==> config.mk <==
export PLATFORM = sky130hd
export DESIGN_NAME = burst_master_port_flat
export DESIGN_NICKNAME = d
export VERILOG_FILES = /design/src/rtl/bus_pkg.sv /design/src/rtl/burst_master_port_if.sv /design/src/rtl/bus_shift_reg.sv /design/src/rtl/burst_master_port.sv /design/src/flat_wrapper.sv
export SDC_FILE = /design/constraint.sdc
export NUM_CORES = 1
export LEC_CHECK = 0
export BUFFER_PORTS_ARGS = -buffer_cell sky130_fd_sc_hd__buf_2
export CAP_MARGIN = 20
export CORE_UTILIZATION = 50
export CTS_CLUSTER_DIAMETER = 50
export CTS_CLUSTER_SIZE = 40
export DETAILED_ROUTE_END_ITERATION = 6
export HOLD_SLACK_MARGIN = 0.12
export PLACE_DENSITY = 0.73
export SLEW_MARGIN = 20
export SYNTH_ARGS = -nofsm -noshare
export SYNTH_HDL_FRONTEND = slang
export SYNTH_SLANG_ARGS = --single-unit
==> constraint.sdc <==
create_clock -name clk -period 2.7 [get_ports clk]
set_input_delay 0 -clock clk [delete_from_list [all_inputs] [get_ports clk]]
set_output_delay 0 -clock clk [all_outputs]
set_load 0.05 [all_outputs]
==> src/rtl/bus_pkg.sv <==
// rtl/bus_pkg.sv - shared types and constants for the serial bus master port
//
// Contents:
//   state_t               FSM state encoding of burst_master_port
//   MODE_WRITE/MODE_READ  values of the bus direction bit
//   DEF_ADDR_W/DEF_DATA_W default address and data widths
package bus_pkg;

  typedef enum logic [2:0] {
    IDLE,
    HDR,
    WDATA,
    WLOAD,
    RDATA,
    ACK_WAIT
  } state_t;

  localparam logic MODE_WRITE = 1'b1;
  localparam logic MODE_READ  = 1'b0;

  localparam int DEF_ADDR_W = 16;
  localparam int DEF_DATA_W = 8;

endpackage

==> src/rtl/burst_master_port_if.sv <==
// rtl/burst_master_port_if.sv - bit-serial system bus signals
//
// Signals:
//   mode          bus direction, 1 = write (master -> slave)
//   wr_bus        serial header / write-data bit, LSB first
//   master_valid  wr_bus bit valid (master -> slave)
//   slave_ready   slave accepts wr_bus bit (slave -> master)
//   rd_bus        serial read-data bit, LSB first (slave -> master)
//   slave_valid   rd_bus bit valid (slave -> master)
//   master_ready  master accepts rd_bus bit (master -> slave)
//   ack           end-of-transaction acknowledge (slave -> master)
interface burst_master_port_if;

  logic mode;
  logic wr_bus;
  logic master_valid;
  logic slave_ready;
  logic rd_bus;
  logic slave_valid;
  logic master_ready;
  logic ack;

  modport master (
    output mode, wr_bus, master_valid, master_ready,
    input  slave_ready, rd_bus, slave_valid, ack
  );

  modport slave (
    input  mode, wr_bus, master_valid, master_ready,
    output slave_ready, rd_bus, slave_valid, ack
  );

endinterface

==> src/rtl/bus_shift_reg.sv <==
// rtl/bus_shift_reg.sv - parallel-load shift register, shifts towards bit 0
//
// Ports:
//   clk, rstn   clock, asynchronous active-low reset
//   load        parallel load of load_data (wins over shift_en)
//   load_data   parallel load value
//   shift_en    shift one place towards the LSB
//   ser_in      bit entering at the MSB on a shift
//   q           register contents; q[0] is the serial-out bit (LSB first)
module bus_shift_reg #(
  parameter int WIDTH = 8
) (
  input  logic             clk,
  input  logic             rstn,
  input  logic             load,
  input  logic [WIDTH-1:0] load_data,
  input  logic             shift_en,
  input  logic             ser_in,
  output logic [WIDTH-1:0] q
);

  always_ff @(posedge clk or negedge rstn) begin
    if (!rstn) begin
      q <= '0;
    end else if (load) begin
      q <= load_data;
    end else if (shift_en) begin
      q <= {ser_in, q[WIDTH-1:1]};
    end
  end

endmodule

==> src/rtl/burst_master_port.sv <==
// rtl/burst_master_port.sv - bit-serial bus master with single/burst read and write
//
// Optional feature: define MASTER_PORT_TIMEOUT_EN to abort stalled transactions
// after TIMEOUT cycles (m_done + m_err). Without it the master waits forever.
//
// Ports:
//   clk, rstn    clock, asynchronous active-low reset
//   m_start      request, sampled in IDLE; m_mode/m_addr/m_len/m_wr_data captured with it
//   m_wr_data    write beat; m_wr_valid/m_wr_ready handshake for beats >= 1
//   m_rd_data    read beat, valid during the m_rd_valid pulse
//   m_busy       transaction in progress
//   m_done       completion pulse; m_err pulses with it on timeout abort
//   bus          serial system bus (master modport)
module burst_master_port
  import bus_pkg::*;
#(
  parameter int ADDR_W    = DEF_ADDR_W,
  parameter int DATA_W    = DEF_DATA_W,
  parameter int MAX_BURST = 4,
  parameter int TIMEOUT   = 64
) (
  input  logic                         clk,
  input  logic                         rstn,
  input  logic                         m_start,
  input  logic                         m_mode,
  input  logic [ADDR_W-1:0]            m_addr,
  input  logic [$clog2(MAX_BURST)-1:0] m_len,
  input  logic [DATA_W-1:0]            m_wr_data,
  input  logic                         m_wr_valid,
  output logic                         m_wr_ready,
  output logic [DATA_W-1:0]            m_rd_data,
  output logic                         m_rd_valid,
  output logic                         m_busy,
  output logic                         m_done,
  output logic                         m_err,
  burst_master_port_if.master          bus
);

  localparam int LEN_W = $clog2(MAX_BURST);
  localparam int HDR_W = ADDR_W + LEN_W;
  localparam int CNT_W = $clog2((HDR_W > DATA_W) ? HDR_W : DATA_W);
  localparam logic [CNT_W-1:0] HDR_LAST  = CNT_W'(HDR_W - 1);
  localparam logic [CNT_W-1:0] DATA_LAST = CNT_W'(DATA_W - 1);

  state_t           state;
  logic [CNT_W-1:0] bit_cnt;
  logic [LEN_W-1:0] beat_cnt;
  logic [LEN_W-1:0] len_r;
  logic             mode_r, mv_r, mr_r;
  logic [HDR_W-1:0] hdr_q;
  logic [DATA_W-1:0] wdata_q, rd_q;
  logic             wr_xfer, rd_xfer, timed_out;
  logic             unused_bits;

  assign wr_xfer = mv_r && bus.slave_ready;
  assign rd_xfer = mr_r && bus.slave_valid;

  assign bus.mode         = mode_r;
  assign bus.master_valid = mv_r;
  assign bus.master_ready = mr_r;
  // Gated by master_valid so the line idles low outside HDR/WDATA.
  assign bus.wr_bus       = mv_r && ((state == HDR) ? hdr_q[0] : wdata_q[0]);

  // Header: address in the low bits so it leaves first, then the length.
  bus_shift_reg #(.WIDTH(HDR_W)) u_hdr (
    .clk, .rstn,
    .load      (state == IDLE && m_start),
    .load_data ({m_len, m_addr}),
    .shift_en  (state == HDR && wr_xfer),
    .ser_in    (1'b0),
    .q         (hdr_q)
  );

  // Write beat 0 is loaded with the request, later beats in WLOAD.
  bus_shift_reg #(.WIDTH(DATA_W)) u_wdata (
    .clk, .rstn,
    .load      ((state == IDLE && m_start) || (state == WLOAD && m_wr_valid)),
    .load_data (m_wr_data),
    .shift_en  (state == WDATA && wr_xfer),
    .ser_in    (1'b0),
    .q         (wdata_q)
  );

  // Read assembly: bits enter at the MSB, so after DATA_W shifts bit 0 is the first bit.
  bus_shift_reg #(.WIDTH(DATA_W)) u_rdata (
    .clk, .rstn,
    .load      (1'b0),
    .load_data ('0),
    .shift_en  (state == RDATA && rd_xfer),
    .ser_in    (bus.rd_bus),
    .q         (rd_q)
  );

  assign unused_bits = ^{hdr_q[HDR_W-1:1], wdata_q[DATA_W-1:1], rd_q[0]};

`ifdef MASTER_PORT_TIMEOUT_EN
  localparam int TMO_W = $clog2(TIMEOUT + 1);
  logic [TMO_W-1:0] stall_cnt;
  logic             stall;

  // Every state change coincides with a transfer or with leaving to IDLE/WLOAD,
  // where stall is low, so clearing on !stall also clears on state changes.
  assign stall = ((state == HDR || state == WDATA) && !wr_xfer) ||
                 (state == RDATA && !rd_xfer) ||
                 (state == ACK_WAIT && !bus.ack);
  assign timed_out = stall && (stall_cnt == TMO_W'(TIMEOUT - 1));

  always_ff @(posedge clk or negedge rstn) begin
    if (!rstn) begin
      stall_cnt <= '0;
    end else if (!stall || timed_out) begin
      stall_cnt <= '0;
    end else begin
      stall_cnt <= stall_cnt + TMO_W'(1);
    end
  end
`else
  // No timeout hardware: constant false.
  assign timed_out = (TIMEOUT < 0);
`endif

  always_ff @(posedge clk or negedge rstn) begin
    if (!rstn) begin
      state      <= IDLE;
      bit_cnt    <= '0;
      beat_cnt   <= '0;
      len_r      <= '0;
      mode_r     <= 1'b0;
      mv_r       <= 1'b0;
      mr_r       <= 1'b0;
      m_wr_ready <= 1'b0;
      m_rd_data  <= '0;
      m_rd_valid <= 1'b0;
      m_busy     <= 1'b0;
      m_done     <= 1'b0;
      m_err      <= 1'b0;
    end else begin
      m_done     <= 1'b0;
      m_err      <= 1'b0;
      m_rd_valid <= 1'b0;
      if (timed_out) begin
        state   <= IDLE;
        bit_cnt <= '0;
        mv_r    <= 1'b0;
        mr_r    <= 1'b0;
        mode_r  <= 1'b0;
        m_busy  <= 1'b0;
        m_done  <= 1'b1;
        m_err   <= 1'b1;
      end else begin
        case (state)
          IDLE: if (m_start) begin
            state    <= HDR;
            mode_r   <= m_mode;
            len_r    <= m_len;
            beat_cnt <= '0;
            bit_cnt  <= '0;
            mv_r     <= 1'b1;
            m_busy   <= 1'b1;
          end
          HDR: if (wr_xfer) begin
            if (bit_cnt == HDR_LAST) begin
              bit_cnt <= '0;
              if (mode_r == MODE_WRITE) begin
                state <= WDATA;
              end else begin
                state <= RDATA;
                mv_r  <= 1'b0;
                mr_r  <= 1'b1;
              end
            end else begin
              bit_cnt <= bit_cnt + CNT_W'(1);
            end
          end
          WDATA: if (wr_xfer) begin
            if (bit_cnt == DATA_LAST) begin
              bit_cnt <= '0;
              mv_r    <= 1'b0;
              if (beat_cnt == len_r) begin
                state <= ACK_WAIT;
              end else begin
                state      <= WLOAD;
                m_wr_ready <= 1'b1;
                beat_cnt   <= beat_cnt + LEN_W'(1);
              end
            end else begin
              bit_cnt <= bit_cnt + CNT_W'(1);
            end
          end
          WLOAD: if (m_wr_valid) begin
            state      <= WDATA;
            m_wr_ready <= 1'b0;
            mv_r       <= 1'b1;
          end
          RDATA: if (rd_xfer) begin
            if (bit_cnt == DATA_LAST) begin
              bit_cnt    <= '0;
              m_rd_data  <= {bus.rd_bus, rd_q[DATA_W-1:1]};
              m_rd_valid <= 1'b1;
              if (beat_cnt == len_r) begin
                state <= ACK_WAIT;
                mr_r  <= 1'b0;
              end else begin
                beat_cnt <= beat_cnt + LEN_W'(1);
              end
            end else begin
              bit_cnt <= bit_cnt + CNT_W'(1);
            end
          end
          ACK_WAIT: if (bus.ack) begin
            state  <= IDLE;
            mode_r <= 1'b0;
            m_busy <= 1'b0;
            m_done <= 1'b1;
          end
          default: state <= IDLE;
        endcase
      end
    end
  end

endmodule

==> src/flat_wrapper.sv <==
// flat-port wrapper written by rule: the top's interface ports become plain ports
module burst_master_port_flat import bus_pkg::*;
#(
  parameter int ADDR_W    = DEF_ADDR_W,
  parameter int DATA_W    = DEF_DATA_W,
  parameter int MAX_BURST = 4,
  parameter int TIMEOUT   = 64
)
  (clk, rstn, m_start, m_mode, m_addr, m_len, m_wr_data, m_wr_valid, m_wr_ready, m_rd_data, m_rd_valid, m_busy, m_done, m_err, bus_mode, bus_wr_bus, bus_master_valid, bus_master_ready, bus_slave_ready, bus_rd_bus, bus_slave_valid, bus_ack);
  burst_master_port_if bus_i ();
  input  logic clk;
  input  logic rstn;
  input  logic m_start;
  input  logic m_mode;
  input  logic [ADDR_W-1:0] m_addr;
  input  logic [$clog2(MAX_BURST)-1:0] m_len;
  input  logic [DATA_W-1:0] m_wr_data;
  input  logic m_wr_valid;
  output logic m_wr_ready;
  output logic [DATA_W-1:0] m_rd_data;
  output logic m_rd_valid;
  output logic m_busy;
  output logic m_done;
  output logic m_err;
  output wire logic [$bits(bus_i.mode)-1:0] bus_mode;
  output wire logic [$bits(bus_i.wr_bus)-1:0] bus_wr_bus;
  output wire logic [$bits(bus_i.master_valid)-1:0] bus_master_valid;
  output wire logic [$bits(bus_i.master_ready)-1:0] bus_master_ready;
  input wire logic [$bits(bus_i.slave_ready)-1:0] bus_slave_ready;
  input wire logic [$bits(bus_i.rd_bus)-1:0] bus_rd_bus;
  input wire logic [$bits(bus_i.slave_valid)-1:0] bus_slave_valid;
  input wire logic [$bits(bus_i.ack)-1:0] bus_ack;
  assign bus_mode = bus_i.mode;
  assign bus_wr_bus = bus_i.wr_bus;
  assign bus_master_valid = bus_i.master_valid;
  assign bus_master_ready = bus_i.master_ready;
  assign bus_i.slave_ready = bus_slave_ready;
  assign bus_i.rd_bus = bus_rd_bus;
  assign bus_i.slave_valid = bus_slave_valid;
  assign bus_i.ack = bus_ack;
  burst_master_port #(.ADDR_W(ADDR_W), .DATA_W(DATA_W), .MAX_BURST(MAX_BURST), .TIMEOUT(TIMEOUT)) u_core (.clk(clk), .rstn(rstn), .m_start(m_start), .m_mode(m_mode), .m_addr(m_addr), .m_len(m_len), .m_wr_data(m_wr_data), .m_wr_valid(m_wr_valid), .m_wr_ready(m_wr_ready), .m_rd_data(m_rd_data), .m_rd_valid(m_rd_valid), .m_busy(m_busy), .m_done(m_done), .m_err(m_err), .bus(bus_i));
endmodule
==> impl_metrics.env, run 1 <==
export IMPL_status="completed"
export IMPL_clock_power_share=0.234
export IMPL_fp_dieW_um=79.1
export IMPL_antenna_found_initial=0
export IMPL_yosysUniqueCellTypes=47
export IMPL_yosysTopAreaCell="dfrtp_1"
export IMPL_critPathKind="reg -> reg"
export IMPL_grt_first_pass_wirelength_um=10700
export IMPL_fin_crit_ps=2460
export IMPL_place_hpwl_um=4010
export IMPL_cts_tree="done"
export IMPL_grt_pass1_vias=2288
export IMPL_finalSetupViolCount=0
export IMPL_slew_headroom=0.533
export IMPL_worst_skew_pair_late_latency_ps=340
export IMPL_required_ps=2890
export IMPL_synth_nets=319
export IMPL_synth_area_leaders="dfrtp_1 (50%), mux2i_1 (7.7%), mux2_2 (6.1%)"
export IMPL_finalHoldViolCount=0
export IMPL_synth_ff_latch_count=60
export IMPL_cp_num_buf_inv=0
export IMPL_wire_per_inst_um=14.6
export IMPL_whs_ps=164
export IMPL_drc=0
export IMPL_rows=27
export IMPL_critPathMaxStageDelay_ps=450
export IMPL_slew_viol_final=0
export IMPL_p_switching_mw=1.49
export IMPL_diodes=0
export IMPL_final_cell_area_um2=3790
export IMPL_critPathSlowestCell="a221oi_2"
export IMPL_fmax_mhz=406
export IMPL_power_frac_comb=0.391
export IMPL_placed_cells=394
export IMPL_area_growth_pct=27.3
export IMPL_swShare=0.389
export IMPL_met2_length_um=3010
export IMPL_p_per_area_nw_per_um2=1010
export IMPL_synth_ff_type="dfrtp_1"
export IMPL_drt_wl_total_um=6420
export IMPL_final_cell_mix="dfrtp_1 (60), buf_2 (50), a21oi_1 (33), nor2_1 (31), dlygate4sd3_1 (31)"
export IMPL_mostFrequentLayoutCell="dfrtp_1"
export IMPL_dieArea_um2=6260
export IMPL_post_route_util=0.675
export IMPL_skew_ps=5.18
export IMPL_grt_total_usage=0.229
export IMPL_multi_input_area_um2=1350
export IMPL_place_area_um2=3260
export IMPL_grt_overflow_total=0
export IMPL_final_setup_tns_ps=0
export IMPL_core_um2=5610
export IMPL_ant_nets=0
export IMPL_seq_area_um2=1500
export IMPL_route_top_layer_used="met4"
export IMPL_critical_path_top_delay_family="compound AO/OA/AOI/OAI gates"
export IMPL_worst_hold_path_type="in -> reg"
export IMPL_cts_made_buffers=9
export IMPL_first_pass_iters=4
export IMPL_cts_sinks=60
export IMPL_rsz0062_at_grt="no"
export IMPL_p_leak_nw=1.76
export IMPL_vdd_drop_max_mv=0.488
export IMPL_syn_area_per_cell_um2=10.5
export IMPL_intPower_mw=2.34
export IMPL_fin_total_pwr_mw=3.83
export IMPL_port_buffers=50
export IMPL_cts_root_buf="clkbuf_8"
export IMPL_synthesis_area_um2=2970
export IMPL_fin_crit_sh=0.912
export IMPL_arrival_ps=2650
export IMPL_crit_path_cell_trace="ha_1 -> nand4bb_1 -> a221oi_2 -> o2111ai_2 -> nand3_1 -> o221ai_1"
export IMPL_drive_gt1_frac=0.257
export IMPL_drt_iter0_markers=146
export IMPL_grt_max_degree=36
export IMPL_postSynthCellCount=282
export IMPL_worst_pin_slew_ps=700
export IMPL_synth_edf_count=0
export IMPL_ios=52
export IMPL_worst_slack_ps=238
export IMPL_cp_max_fo=17
export IMPL_maxCapViolCount=0
export IMPL_detailedPlace_worstSlack_ps=329
export IMPL_num_vias=2371
export IMPL_layoutNonFillerInstCount=441
export IMPL_synth_top_area_share=0.505
export IMPL_yosysWarnings=0
export IMPL_clock_path_buffers=2
export IMPL_drt_vias_per_instance=5.38
export IMPL_clk_pin_slew_worst_paths_ps=70
export IMPL_startpoint_type="flop"
export IMPL_start_util=0.530
export IMPL_worstSetupEndpointType="flop"
export IMPL_drt_met1_wl_um=2880
export IMPL_die_y_um=79.1
export IMPL_async_reset_ff_frac=1.00
export IMPL_routabilityCongestion=0.793
export IMPL_htree_levels=3
export IMPL_route_met3_wl_um=368
export IMPL_pwr_share_seq=0.375
export IMPL_fill_cells=454
export IMPL_yosysSeqAreaShare=0.505
export IMPL_layout_nets=401
tightest hold or removal path: stages:
cell and delay (ps):
buf_2 100, nand2_1 210, nor3_4 130
sequential cells by signal (all words and copies together) (netlist names), 2 cells and up:
name,flops
u_core.u_hdr.q,18
u_core.m_rd_data,8
u_core.u_wdata.q,8
u_core.u_rdata.q,7
u_core.bit_cnt,5
u_core.state,3
u_core.beat_cnt,2
u_core.len_r,2
metal layers:
| layer | track usage | vias to the layer above |
|---|---|---|
| met2 | 0.345 | 76 |
| li1 | - | 1168 |
| met1 | 0.301 | 1110 |
| met5 | 0 | - |
| met4 | 0.142 | 0 |
| met3 | 0.0506 | 17 |
cell usage after synthesis (all sizes together) (2+ instances only):
library cell,instances
ha,2
a22oi,2
nor3,2
nand3,9
nor3b,5
nand4bb,2
nand2b,6
inv,9
nand2,15
nor2,32
buf,14
a21oi,33
nor2b,4
nand4,2
mux2i,23
or2,2
xnor2,3
and2,2
o21ai,16
a21o,2
mux2,17
o31ai,4
dfrtp,60
cell families after synthesis:
family	share of synthesized area
and+or+nand+nor	0.147
DFF	0.505
buffers and inverters	0.0416
xor gates and xnor gates	0.00884
AOI/OAI and AO/OA	0.145
other	0.00126
muxes	0.143
adders and majority gates	0.00841
cell type report:
| class | count | share of cell area |
|---|---|---|
| flip-flops and latches | 60 | 0.396 |
| multi-input cells | 199 | 0.357 |
| repair buffers | 85 | 0.156 |
| clock buffers | 12 | 0.0383 |
| well taps | 72 | 0.0238 |
| clock inverters | 4 | 0.0192 |
| inverters | 9 | 0.00892 |
final timing paths:
| path | from | to | slack, ps | cells past startpoint |
|---|---|---|---|---|
| min | bus_slave_valid | u_core.m_rd_valid | 160 | 3 |
| min reg2reg | u_core.m_busy | u_core.m_busy | 480 | 1 |
| max reg2reg | u_core.bit_cnt[0] | u_core.u_wdata.q[5] | 240 | 6 |
| min in group asynchronous | rstn | u_core.u_wdata.q[5] | 240 | 2 |
| max | u_core.bit_cnt[0] | u_core.u_wdata.q[5] | 240 | 6 |
| max in group asynchronous | rstn | u_core.bus.mode | 1620 | 3 |
what timing repair did:
item / in CTS / in global routing
hold buffers: 31 / 0
endpoints found under the hold margin: 62 / 0
setup buffers: 0 / 0
resized for setup: 0 / 0
power by group through the flow:
| stage | clock network, mW | logic (mW) | registers (mW) |
|---|---|---|---|
| 2_1_floorplan | 0 | 1.16 | 1.43 |
| 3_3_place_gp | 0 | 1.40 | 1.43 |
| 3_5_place_dp | 0 | 1.44 | 1.45 |
| 4_1_cts | 0.906 | 1.49 | 1.44 |
| 5_1_grt | 0.949 | 1.69 | 1.48 |
| 6_report | 0.897 | 1.50 | 1.44 |
Note: power is estimated with default switching activity, not from simulation.
==> run 2, diff against run 1 <==
Settings changed: ABC_AREA set to 1.
==> run 2 against run 1 <==
  * Power up 7.2%
  * Highest routed layer unchanged
  * Clock power down 20%
  * Clock skew up 7.2 ps
  * First-iteration DRC count down 25%
  * Wire length up 8.0%
  * Sequential power about the same
  * Largest cell class unchanged
  * Via count up 16%
  * Sequential cell count unchanged
  * Non-clock buffer count up 4
  * Die area up 9.3%
==> impl_metrics.env, run 2 <==
export IMPL_async_reset_ff_frac=1.00
export IMPL_drive_gt1_frac=0.230
export IMPL_core_um2=6310
export IMPL_fmax_mhz=506
export IMPL_slew_viol_final=0
export IMPL_final_setup_tns_ps=0
export IMPL_place_area_um2=3490
export IMPL_drt_vias_per_instance=4.93
export IMPL_regMostFlops="u_core.u_hdr.q"
export IMPL_synth_nets=429
export IMPL_rsz0062_at_grt="no"
export IMPL_finalHoldViolCount=0
export IMPL_synth_area_leaders="dfrtp_1 (46%), nand2_1 (13%), inv_1 (6.7%)"
export IMPL_finalSetupViolCount=0
export IMPL_synth_top_area_share=0.461
export IMPL_skew_ps=12.3
export IMPL_fin_crit_ps=1980
export IMPL_grt_overflow_total=0
export IMPL_yosysTopAreaCell="dfrtp_1"
export IMPL_final_cell_mix="nand2_1 (111), dfrtp_1 (60), inv_1 (58), buf_2 (49), dlygate4sd3_1 (35)"
export IMPL_die_y_um=82.7
export IMPL_cts_tree="done"
export IMPL_ios=52
export IMPL_syn_area_per_cell_um2=8.31
export IMPL_critical_path_top_delay_family="simple AND/OR/NAND/NOR gates"
export IMPL_ant_nets=0
export IMPL_area_growth_pct=23.1
export IMPL_cp_max_fo=17
export IMPL_slew_headroom=0.614
export IMPL_worst_pin_slew_ps=579
export IMPL_synth_ff_latch_count=60
export IMPL_drt_iter0_markers=109
export IMPL_critPathKind="reg -> reg"
export IMPL_maxCapViolCount=0
export IMPL_worst_skew_pair_late_latency_ps=340
export IMPL_critPathSlowestCell="dlygate4sd3_1"
export IMPL_cts_root_buf="clkbuf_8"
export IMPL_mostFrequentLayoutCell="nand2_1"
export IMPL_grt_total_usage=0.224
export IMPL_fp_dieW_um=82.7
export IMPL_layout_nets=515
export IMPL_drt_wl_total_um=6940
export IMPL_antenna_found_initial=0
export IMPL_vdd_drop_max_mv=0.603
export IMPL_postSynthCellCount=392
export IMPL_start_util=0.516
export IMPL_yosysWarnings=0
export IMPL_cp_num_buf_inv=1
export IMPL_first_pass_iters=6
export IMPL_worst_hold_path_type="in -> reg"
export IMPL_largest_register_ffs=18
export IMPL_p_leak_nw=2.09
export IMPL_yosysSeqAreaShare=0.461
export IMPL_reg_top3="u_core.u_hdr.q x18, u_core.m_rd_data x8, u_core.u_wdata.q x8"
export IMPL_final_cell_area_um2=4010
export IMPL_place_hpwl_um=4560
export IMPL_synth_edf_count=0
export IMPL_p_per_area_nw_per_um2=1020
export IMPL_grt_max_degree=47
export IMPL_drc=0
export IMPL_routabilityCongestion=0.956
export IMPL_startpoint_type="flop"
export IMPL_whs_ps=189
export IMPL_yosysUniqueCellTypes=32
export IMPL_crit_path_cell_trace="nor2_8 -> nand3_4 -> nand2_4 -> nand2_1 -> dlygate4sd3_1 -> nand3_1"
export IMPL_grt_first_pass_wirelength_um=11500
export IMPL_worstSetupEndpointType="flop"
export IMPL_dieArea_um2=6840
export IMPL_synth_ff_type="dfrtp_1"
export IMPL_num_vias=2760
export IMPL_htree_levels=3
export IMPL_clock_path_buffers=2
export IMPL_port_buffers=50
export IMPL_grt_pass1_vias=2533
export IMPL_status="completed"
export IMPL_synthesis_area_um2=3260
export IMPL_diodes=0
export IMPL_clk_pin_slew_worst_paths_ps=70
export IMPL_cts_sinks=60
export IMPL_required_ps=2970
export IMPL_fin_crit_sh=0.732
export IMPL_ctsResizeCount=0
export IMPL_wire_per_inst_um=12.4
export IMPL_yosys_top_cells_count="nand2_1 (111), dfrtp_1 (60), inv_1 (58), o21ai_0 (31), nand3_1 (24)"
export IMPL_critPathMaxStageDelay_ps=570
export IMPL_synth_most_common_cell="nand2_1"
export IMPL_rows=29
export IMPL_cts_made_buffers=9
export IMPL_arrival_ps=2250
==> run 2: power by group <==
group | switching, mW | leakage (nW) | internal [mW]
Sequential | 0.220 | 0.758 | 1.24
Clock | 0.359 | 0.0824 | 0.356
Combinational | 1.28 | 1.25 | 0.650
Total | 1.86 | 2.09 | 2.25
==> run 2: logic make-up (layout without fill, tap and decap cells) <==
family                     after synthesis  after routing  synth area share
AOI/OAI and AO/OA                       77             77             0.166
adders and majority gates                2              2           0.00768
xor gates and xnor gates                 2              2           0.00538
DFF                                     60             60             0.461
other                                    1              1           0.00115
and+or+nand+nor                        175            175             0.243
buffers and inverters                   75            166             0.116
==> run 2: area by class of cell <==
type                            count  area (um^2)
Timing Repair Buffer               89          633
Multi-Input combinational cell    257         1380
Inverter                           61          231
Clock inverter                      4         25.0
Tap cell                           77         96.3
Clock buffer                       12          145
Fill cell                         557         2300
Sequential cell                    60         1500
==> run 2: what timing repair did <==
action                    in CTS  in global routing
hold endpoints to repair      78                  0
buffers inserted               0                  0
hold buffers                  35                  0
==> run 2: metal layers <==
layer / track usage / vias to the layer above / wire length [um]
met1: 0.296 / 1281 / 3250
met4: 0.0879 / 0 / 66
met3: 0.0538 / 10 / 239
met2: 0.355 / 61 / 3380
li1: - / 1408 / -
met5: 0 / - / 0
==> run 2: stage by stage <==
| step | power [mW] | utilization | worst slack [ps] | std cells |
|---|---|---|---|---|
| after floorplan | 3.06 | - | 1090 | 392 |
| after global placement | 3.28 | 0.552 | 846 | 509 |
| after detailed placement | 3.33 | 0.552 | 774 | 509 |
| after CTS | 4.10 | 0.635 | 761 | 560 |
| after global routing | 4.45 | 0.635 | 625 | 560 |
| final | 4.11 | 0.635 | 722 | 560 |
==> run 2: path summary, 6_finish.rpt <==
| kind | from | to | depth (start not counted) | slack, ps |
|---|---|---|---|---|
| min | bus_slave_valid | u_core.u_rdata.q[1] | 5 | 190 |
| max | u_core.state[1] | u_core.u_wdata.q[5] | 6 | 720 |
| max reg2reg | u_core.state[1] | u_core.u_wdata.q[5] | 6 | 720 |
| min in group asynchronous | rstn | u_core.bit_cnt[2] | 2 | 210 |
| max in group asynchronous | rstn | u_core.state[1] | 3 | 1940 |
| min reg2reg | u_core.m_rd_data[2] | u_core.m_rd_data[2] | 2 | 490 |
==> run 2: worst register-to-register path, delay by kind of cell, from the launching register on <==
| kind | cells | cell delay [ps] |
|---|---|---|
| buffers and inverters | 1 | 570 |
| DFF | 1 | 560 |
| and+or+nand+nor | 5 | 800 |
==> run 3, diff against run 2 <==
Settings changed: PLACE_DENSITY 0.73 to 0.76.
Clock period 2.7 ns to 1.7 ns, I/O delays scaled along.
==> run 3 against run 2 <==
  * Wire length grew 3.3%
  * Clock-buffer cell count decreased by 2
  * Via count grew 2.4%
  * Critical path type unchanged
  * Clock power up 85%
  * Power grew 69%
  * Sequential power increased by 60%
  * Core utilization is 1.7 points higher
  * Cell count rose by 0.71%
  * Fmax up 25%
  * First-iteration DRC count rose by 56%
  * Clock skew shrank 4.5 ps
==> impl_metrics.env, run 3 (synthesis gave the netlist of run 2 again) <==
export IMPL_clock_power_share=0.190
export IMPL_status="completed"
export IMPL_clock_path_buffers=2
export IMPL_worstSetupEndpointType="flop"
export IMPL_p_leak_nw=2.16
export IMPL_start_util=0.516
export IMPL_slew_viol_final=0
export IMPL_place_hpwl_um=4750
export IMPL_mostFrequentLayoutCell="nand2_1"
export IMPL_crit_path_start="u_core.state[2]"
export IMPL_ant_nets=0
export IMPL_crit_path_cell_trace="inv_4 -> nand2_1 -> nor2_4 -> o21ai_1 -> nor2_2 -> inv_2 -> nand2_1 -> nand2_1"
export IMPL_worst_slack_ps=120
export IMPL_drt_wl_total_um=7170
export IMPL_final_cell_mix="nand2_1 (111), inv_1 (57), dfrtp_1 (57), buf_2 (50)"
export IMPL_r2r_cells=8
export IMPL_area_growth_pct=26.5
export IMPL_fmax_mhz=633
export IMPL_finalHoldViolCount=0
export IMPL_grt_max_degree=61
export IMPL_required_ps=1930
export IMPL_routabilityCongestion=0.906
export IMPL_rows=29
export IMPL_clk_pin_slew_worst_paths_ps=80
export IMPL_reg_top3="u_core.u_hdr.q x18, u_core.m_rd_data x8, u_core.u_wdata.q x8"
export IMPL_worst_skew_pair_late_latency_ps=340
export IMPL_p_per_area_nw_per_um2=1690
export IMPL_ios=52
export IMPL_cts_sinks=60
export IMPL_first_pass_iters=4
export IMPL_power_frac_comb=0.475
export IMPL_finalSetupViolCount=0
export IMPL_r2r_setup_slack_ps=120
export IMPL_core_um2=6310
export IMPL_num_vias=2825
export IMPL_cts_tree="done"
export IMPL_die_y_um=82.7
export IMPL_largest_register_ffs=18
export IMPL_swShare=0.445
export IMPL_intPower_mw=3.85
export IMPL_r2r_end="u_core.bit_cnt[1]"
export IMPL_drt_iter0_markers=170
export IMPL_drt_vias_per_instance=5.01
export IMPL_detailedPlace_worstSlack_ps=66.1
export IMPL_grt_total_usage=0.226
export IMPL_htree_levels=3
export IMPL_seq_area_um2=1510
export IMPL_pwr_share_seq=0.335
export IMPL_layoutNonFillerInstCount=564
export IMPL_skew_ps=7.81
export IMPL_regMostFlops="u_core.u_hdr.q"
export IMPL_fin_crit_sh=0.929
export IMPL_grt_overflow_total=0
export IMPL_grt_first_pass_wirelength_um=11400
export IMPL_worst_hold_path_type="in -> reg"
export IMPL_crit_top_cell="nand2_1"
export IMPL_diodes=0
export IMPL_cp_max_fo=9
export IMPL_dieArea_um2=6840
export IMPL_layout_nets=519
export IMPL_cts_made_buffers=9
export IMPL_fill_cells=538
export IMPL_critPathMaxStageDelay_ps=500
export IMPL_maxCapViolCount=0
export IMPL_r2r_start="u_core.state[2]"
export IMPL_drc=0
export IMPL_critPathSlowestCell="dfrtp_2"
export IMPL_fin_crit_ps=1580
export IMPL_fp_dieW_um=82.7
export IMPL_grt_pass1_vias=2570
export IMPL_critPathKind="reg -> reg"
export IMPL_startpoint_type="flop"
export IMPL_whs_ps=159
export IMPL_crit_end="u_core.bit_cnt[1]"
export IMPL_cts_root_buf="clkbuf_8"
export IMPL_p_switching_mw=3.10
export IMPL_wire_per_inst_um=12.7
export IMPL_antenna_found_initial=0
export IMPL_placed_cells=513
export IMPL_multi_input_area_um2=1400
export IMPL_drive_gt1_frac=0.259
export IMPL_port_buffers=50
export IMPL_arrival_ps=1810
export IMPL_vdd_drop_max_mv=0.927
[run 3: layer usage]
metal | part of all wire | track usage | wire [um] | vias up
met5 | 0 | 0 | 0 | -
li1 | - | - | - | 1429
met4 | 0.020 | 0.114 | 145 | 0
met1 | 0.44 | 0.299 | 3190 | 1298
met3 | 0.043 | 0.0473 | 307 | 18
met2 | 0.49 | 0.351 | 3530 | 80
[run 3: how the worst min path moves through the flow]
| stage | start | depth (start not counted) | endpoint | slack (ps) |
|---|---|---|---|---|
| finish | m_start | 5 | u_core.u_wdata.q[7] | 160 |
| global route | m_start | 5 | u_core.u_wdata.q[5] | 190 |
| CTS | m_start | 3 | u_core.u_hdr.q[17] | 140 |
| detailed placement | rstn | 2 | u_core.m_rd_valid | 40 |
| global placement | rstn | 2 | u_core.m_rd_data[5] | 30 |
| floorplan | rstn | 0 | u_core.beat_cnt[0] | -300 |
[run 3: metrics by stage]
| step | power, mW | instance area [um^2] | utilization | setup TNS, ps |
|---|---|---|---|---|
| finish | 6.95 | 4120 | 0.653 | 0 |
| global route | 7.49 | 4120 | 0.653 | -32.2 |
| CTS | 6.81 | 4050 | 0.642 | 0 |
| detailed placement | 5.42 | 3540 | 0.561 | 0 |
| global placement | 5.32 | 3540 | 0.561 | 0 |
| floorplan | 4.86 | 3260 | - | 0 |
[run 3: timing repair]
action / 4_1_cts / 5_1_grt
endpoints found under the setup margin: 0 / 24
hold buffers: 31 / 0
hold endpoints to repair: 94 / 0
resized for setup: 0 / 8
buffers inserted: 0 / 4
[run 3: area by class of cell]
cell class	instances	share of cell area
timing repair buffer	93	0.167
sequential	60	0.365
tap	77	0.0234
inverter	61	0.0562
clock inverter	6	0.0155
multi-input combinational	257	0.339
clock buffer	10	0.0334
[run 3: power groups by stage]
stage / clock (mW) / combinational (mW) / sequential (mW)
6_report: 1.32 / 3.30 / 2.33
5_1_grt: 1.41 / 3.69 / 2.38
4_1_cts: 1.34 / 3.16 / 2.31
3_5_place_dp: 0 / 3.09 / 2.34
3_3_place_gp: 0 / 3.01 / 2.31
2_1_floorplan: 0 / 2.47 / 2.39
[run 3: worst max-delay path: cells and delay by family, from the launching register on]
| family | cells | cell delay, ps |
|---|---|---|
| flops | 1 | 500 |
| buf+inv | 2 | 220 |
| simple gates | 5 | 650 |
| compound gates | 1 | 90 |
